--- src/rtl/line_buffer_ctrl.sv ---
// Sequencer for a 3-row line buffer over a multi-channel feature map.
// Counts pixel coordinates, flags complete 3x3 windows, steps channels.
module line_buffer_ctrl #(
  parameter int MAX_WIDTH  = 128,
  parameter int MAX_HEIGHT = 1023
) (
  input  logic        clk,
  input  logic        reset,
  input  logic        start,
  input  logic        abort,
  input  logic [7:0]  img_width,
  input  logic [9:0]  img_height,
  input  logic [7:0]  num_channels,
  input  logic        in_valid,
  output logic        in_ready,
  input  logic        win_ready,
  output logic        lb_pixel_valid,
  output logic        lb_clear,
  output logic [10:0] lb_x,
  output logic [9:0]  lb_y,
  output logic        window_valid,
  output logic [10:0] win_cx,
  output logic [9:0]  win_cy,
  output logic [7:0]  channel,
  output logic        busy,
  output logic        channel_done,
  output logic        done,
  output logic        cfg_error
);

  typedef enum logic [2:0] {
    IDLE, CLEAR, STREAM, FLUSH, DONE
  } state_t;

  localparam logic [8:0]  MAXW = 9'(MAX_WIDTH);
  localparam logic [10:0] MAXH = 11'(MAX_HEIGHT);

  state_t      state, state_nx;
  logic [7:0]  width_q;
  logic [9:0]  height_q;
  logic [7:0]  chans_q;
  logic [10:0] x_q;
  logic [9:0]  y_q;
  logic        cfg_ok;
  logic        accept;
  logic        x_last;
  logic        y_last;
  logic        ch_last;

  assign cfg_ok = (img_width >= 8'd3)
               && ({1'b0, img_width} <= MAXW)
               && (img_height >= 10'd3)
               && ({1'b0, img_height} <= MAXH)
               && (num_channels != 8'd0);

  assign x_last  = (x_q == {3'b000, width_q} - 11'd1);
  assign y_last  = (y_q == height_q - 10'd1);
  assign ch_last = (channel == chans_q - 8'd1);
  assign accept  = lb_pixel_valid;
  assign lb_x    = x_q;
  assign lb_y    = y_q;

  always_ff @(posedge clk or posedge reset) begin
    if (reset) state <= IDLE;
    else       state <= state_nx;
  end

  always_comb begin
    state_nx = state;
    if (abort) begin
      state_nx = IDLE;
    end else begin
      unique case (state)
        IDLE:   if (start && cfg_ok) state_nx = CLEAR;
        CLEAR:  state_nx = STREAM;
        STREAM: if (accept && x_last && y_last) state_nx = FLUSH;
        FLUSH:  state_nx = ch_last ? DONE : CLEAR;
        DONE:   state_nx = IDLE;
        default: state_nx = IDLE;
      endcase
    end
  end

  // Abort suppresses every strobe in the cycle it is seen.
  always_comb begin
    in_ready     = 1'b0;
    lb_clear     = 1'b0;
    channel_done = 1'b0;
    done         = 1'b0;
    busy         = (state != IDLE);
    unique case (state)
      CLEAR:  lb_clear     = ~abort;
      STREAM: in_ready     = win_ready & ~abort;
      FLUSH:  channel_done = ~abort;
      DONE:   done         = ~abort;
      default: ;
    endcase
    lb_pixel_valid = in_valid & in_ready;
  end

  always_ff @(posedge clk or posedge reset) begin
    if (reset) begin
      width_q      <= '0;
      height_q     <= '0;
      chans_q      <= '0;
      x_q          <= '0;
      y_q          <= '0;
      channel      <= '0;
      window_valid <= 1'b0;
      win_cx       <= '0;
      win_cy       <= '0;
      cfg_error    <= 1'b0;
    end else begin
      cfg_error    <= 1'b0;
      window_valid <= 1'b0;
      if (!abort) begin
        unique case (state)
          IDLE: begin
            if (start && cfg_ok) begin
              width_q  <= img_width;
              height_q <= img_height;
              chans_q  <= num_channels;
              channel  <= '0;
            end else if (start) begin
              cfg_error <= 1'b1;
            end
          end
          CLEAR: begin
            x_q <= '0;
            y_q <= '0;
          end
          STREAM: begin
            if (accept) begin
              // Line buffer output lags one cycle; centre is one back.
              window_valid <= (x_q >= 11'd2) && (y_q >= 10'd2);
              win_cx       <= x_q - 11'd1;
              win_cy       <= y_q - 10'd1;
              if (x_last) begin
                x_q <= '0;
                y_q <= y_q + 10'd1;
              end else begin
                x_q <= x_q + 11'd1;
              end
            end
          end
          FLUSH: begin
            if (!ch_last) channel <= channel + 8'd1;
          end
          default: ;
        endcase
      end
    end
  end

endmodule

--- config.mk ---
export PLATFORM = sky130hd
export DESIGN_NAME = line_buffer_ctrl
export DESIGN_NICKNAME = d
export VERILOG_FILES = /design/src/rtl/line_buffer_ctrl.sv
export SDC_FILE = /design/constraint.sdc
export NUM_CORES = 1
export LEC_CHECK = 0
export ABC_AREA = 1
export BUFFER_PORTS_ARGS = -buffer_cell sky130_fd_sc_hd__buf_2
export CAP_MARGIN = 10
export CORE_UTILIZATION = 30
export CTS_BUF_LIST = sky130_fd_sc_hd__clkbuf_8
export CTS_CLUSTER_SIZE = 16
export DETAILED_ROUTE_END_ITERATION = 10
export SYNTH_ARGS = -nofsm -noshare
export SYNTH_HDL_FRONTEND = slang
export SYNTH_SLANG_ARGS = --single-unit
--- constraint.sdc ---
create_clock -name clk -period 2.64 [get_ports clk]
set_clock_uncertainty 0.1 [all_clocks]
set_input_delay 0.396 -clock clk [delete_from_list [all_inputs] [get_ports clk]]
set_output_delay 0.396 -clock clk [all_outputs]
set_load 0.02 [all_outputs]
==> results.py <==
metrics = {
    "outcome": {
        "status": "complete, no violations",
    },
    "yosys": {
        "synthTopCellsByCount": "179 x nand2_1, 87 x nor2_1, 81 x dfrtp_1",
        "synth_cell_types": 39,
        "synth-edff-count": 0,
        "synth_ff_type": "dfrtp_1",
        "synth_async_sr_flop_share_pct": 100,
        "ys_seq_area_share_pct": 40.4,
        "synthesis.area_um2": 5020,
        "synth_seq_cells": 81,
        "synth_area_per_cell_um2": 7.30,
        "synthCells": 688,
        "yosysWarnings": 0,
        "yosys-top-cells-area": "dfrtp_1 40%, nand2_1 13%, nor2_1 6.5%",
        "yosys.cell_count.top_type": "nand2_1",
        "synth_top_area_share_pct": 40.4,
        "synth_nets": 730,
        "yosysTopAreaCell": "dfrtp_1",
    },
    "route": {
        "first_iter_violations": 242,
        "vias": 4557,
        "routed_wl_mm": 12.6,
        "ant_nets": 0,
        "drc": 0,
        "first_pass_iters": 4,
        "wl_per_cell_um": 12.7,
        "vias_per_cell": 4.58,
    },
    "final_layout": {
        "multi_input_area_um2": 2590,
        "finish.utilization_pct": 36.6,
        "instances_no_fill": 995,
        "fin_nets": 816,
        "drive_above_1_share_pct": 16.9,
        "ff_latch_area_um2": 2030,
        "nFillCells": 1774,
        "diodes": 0,
        "area_growth_pct": 17.3,
    },
    "clocking": {
        "cts_sinks": 81,
        "clockBufferDepth": 2,
        "path_clk_slew_ns": 0.08,
        "clk_latency_ns": 0.37,
        "root_buffer": "clkbuf_8",
        "htreeDepth": 3,
        "cts_tree": "done",
        "cts_made_buffers": 9,
    },
    "grt": {
        "grt_overflow": 0,
        "grt_usage_pct": 15.4,
        "grt_pass1_wl_mm": 21.3,
        "grt_pass1_vias": 4221,
        "antenna_found_initial": 1,
        "grt_max_degree": 53,
    },
    "place": {
        "dp.cells": 978,
        "gp_congestion": 0.806,
        "pre_cts_ws_ns": 0.371,
        "hpwl_mm": 9.54,
        "port-buffer-count": 89,
    },
    "die": {
        "dieArea_um2": 17300,
        "coreArea_um2": 16100,
        "ios": 90,
        "die_y_um": 131,
        "rows": 46,
        "die_w_um": 131,
        "start_util_pct": 31.2,
    },
    "pwr": {
        "p_per_area_nw_per_um2": 692,
        "ir_worst_vdd_mv": 0.270,
        "p_leak_nw": 3.18,
    },
    "sta": {
        "maxSlewViolCount": 0,
        "tightest_slew_ns": 0.525,
        "timing.fmax_mhz": 417,
        "fin_setup_tns_ns": 0,
        "setup_ws_ns": 0.242,
        "min_period_over_period_pct": 90.8,
        "period_minus_slack_ns": 2.40,
        "grt_setup_unrepaired": "false",
        "final-setup-viol-count": 0,
        "relSlewSlack_pct": 64.9,
        "fin_hold_ws_ns": 0.184,
        "final_hold_viol_count": 0,
    },
    "critical_path": {
        "path_class": "flop to output port",
        "worst_setup_path_start_kind": "flop",
        "crit_arrival_ns": 1.90,
        "crit_fanout": 18,
        "critPathCaptureType": "output port",
        "required_ns": 2.14,
    },
    "worst_hold_path": {
        "hp-class": "input port to flop",
    },
    "run": {
        "cap_violations": 0,
    },
}
==> layer usage <==
layer  global-route usage [%]  vias to the layer above  wire length (um)
met4                     4.26                        2                91
li1                         -                     2368                 -
met1                     21.6                     2061              6360
met5                        0                        -                13
met2                     23.2                      116              5510
met3                     4.01                       10               670
==> state kept, by name, indices dropped and copies added (netlist names) <==
signal	cells
win_cx	11
lb_y	10
width_q	8
lb_x	11
window_valid	1
cfg_error	1
state	3
win_cy	10
height_q	10
channel	8
chans_q	8
==> metrics by stage <==
stage | power, mW | area, um2
global placement | 3.24 | 5700
floorplan | 2.85 | 5020
finish | 4.08 | 5890
global route | 4.43 | 5890
detailed placement | 3.26 | 5700
CTS | 4.14 | 5890
==> worst max-delay path: stages (launching register included) <==
cell,delay (ns)
dfrtp_1,0.44
inv_1,0.12
nand3_2,0.20
nor2_4,0.16
nand2_2,0.08
inv_2,0.28
buf_2,0.24
==> cell families after synthesis <==
logic type | share of synthesized area [%]
buffers and inverters | 8.10
AO/OA/AOI/OAI | 8.99
adder cells (fa/ha/maj) | 2.49
flip-flops | 40.4
XOR/XNOR | 8.82
AND/OR/NAND/NOR | 31.2
==> cell type report <==
cell class,instances,share of cell area (%)
Clock buffer,11,2.57
Clock inverter,5,0.510
Inverter,82,5.25
Multi-Input combinational cell,504,44.0
Sequential cell,81,34.4
Tap cell,216,4.59
Timing Repair Buffer,96,8.71
==> report_power, final <==
part,switching (mW),total (mW),leakage (nW),internal [mW]
Clock,0.463,0.851,0.0911,0.388
Combinational,0.891,1.46,2.04,0.569
Sequential,0.239,1.77,1.04,1.53
==> layout by cell type, fill, tap and decap left out, types with 3 or more instances in the layout <==
cell type	netlist	final
nand3_1	47	47
ha_1	10	10
a2bb2oi_1	3	3
nand2_2	4	4
inv_2	3	3
a21oi_1	18	18
nor3_1	16	16
nand4_1	13	13
buf_2	7	89
clkinv_2	0	4
o21ai_0	51	51
nor2_1	87	86
xor2_1	33	33
buf_4	1	5
clkbuf_8	0	11
xnor2_1	15	15
nor4_1	3	3
inv_1	79	78
nand2_1	179	179
dfrtp_1	81	81
==> final timing paths <==
kind	to	from	slack (ns)	cells after the start
min in group asynchronous	lb_y[2]$_DFFE_PP0P_	reset	0.44	3
max	lb_pixel_valid	state[2]$_DFFE_PP0P_	0.24	6
max reg2reg	lb_y[1]$_DFFE_PP0P_	width_q[0]$_DFFE_PP0P_	0.45	15
min	height_q[5]$_DFFE_PP0P_	img_height[5]	0.18	3
min reg2reg	win_cy[7]$_DFFE_PP0P_	win_cy[7]$_DFFE_PP0P_	0.38	2
max in group asynchronous	lb_y[7]$_DFFE_PP0P_	reset	1.35	4
==> what timing repair did <==
item                                    4_1_cts  5_1_grt
endpoints found under the setup margin        0        1
gates resized for setup                       0        1
hold endpoints to repair                     18        0
setup buffers                                 0        0
hold buffers                                  1        0
(Power assumes the default switching activity.)
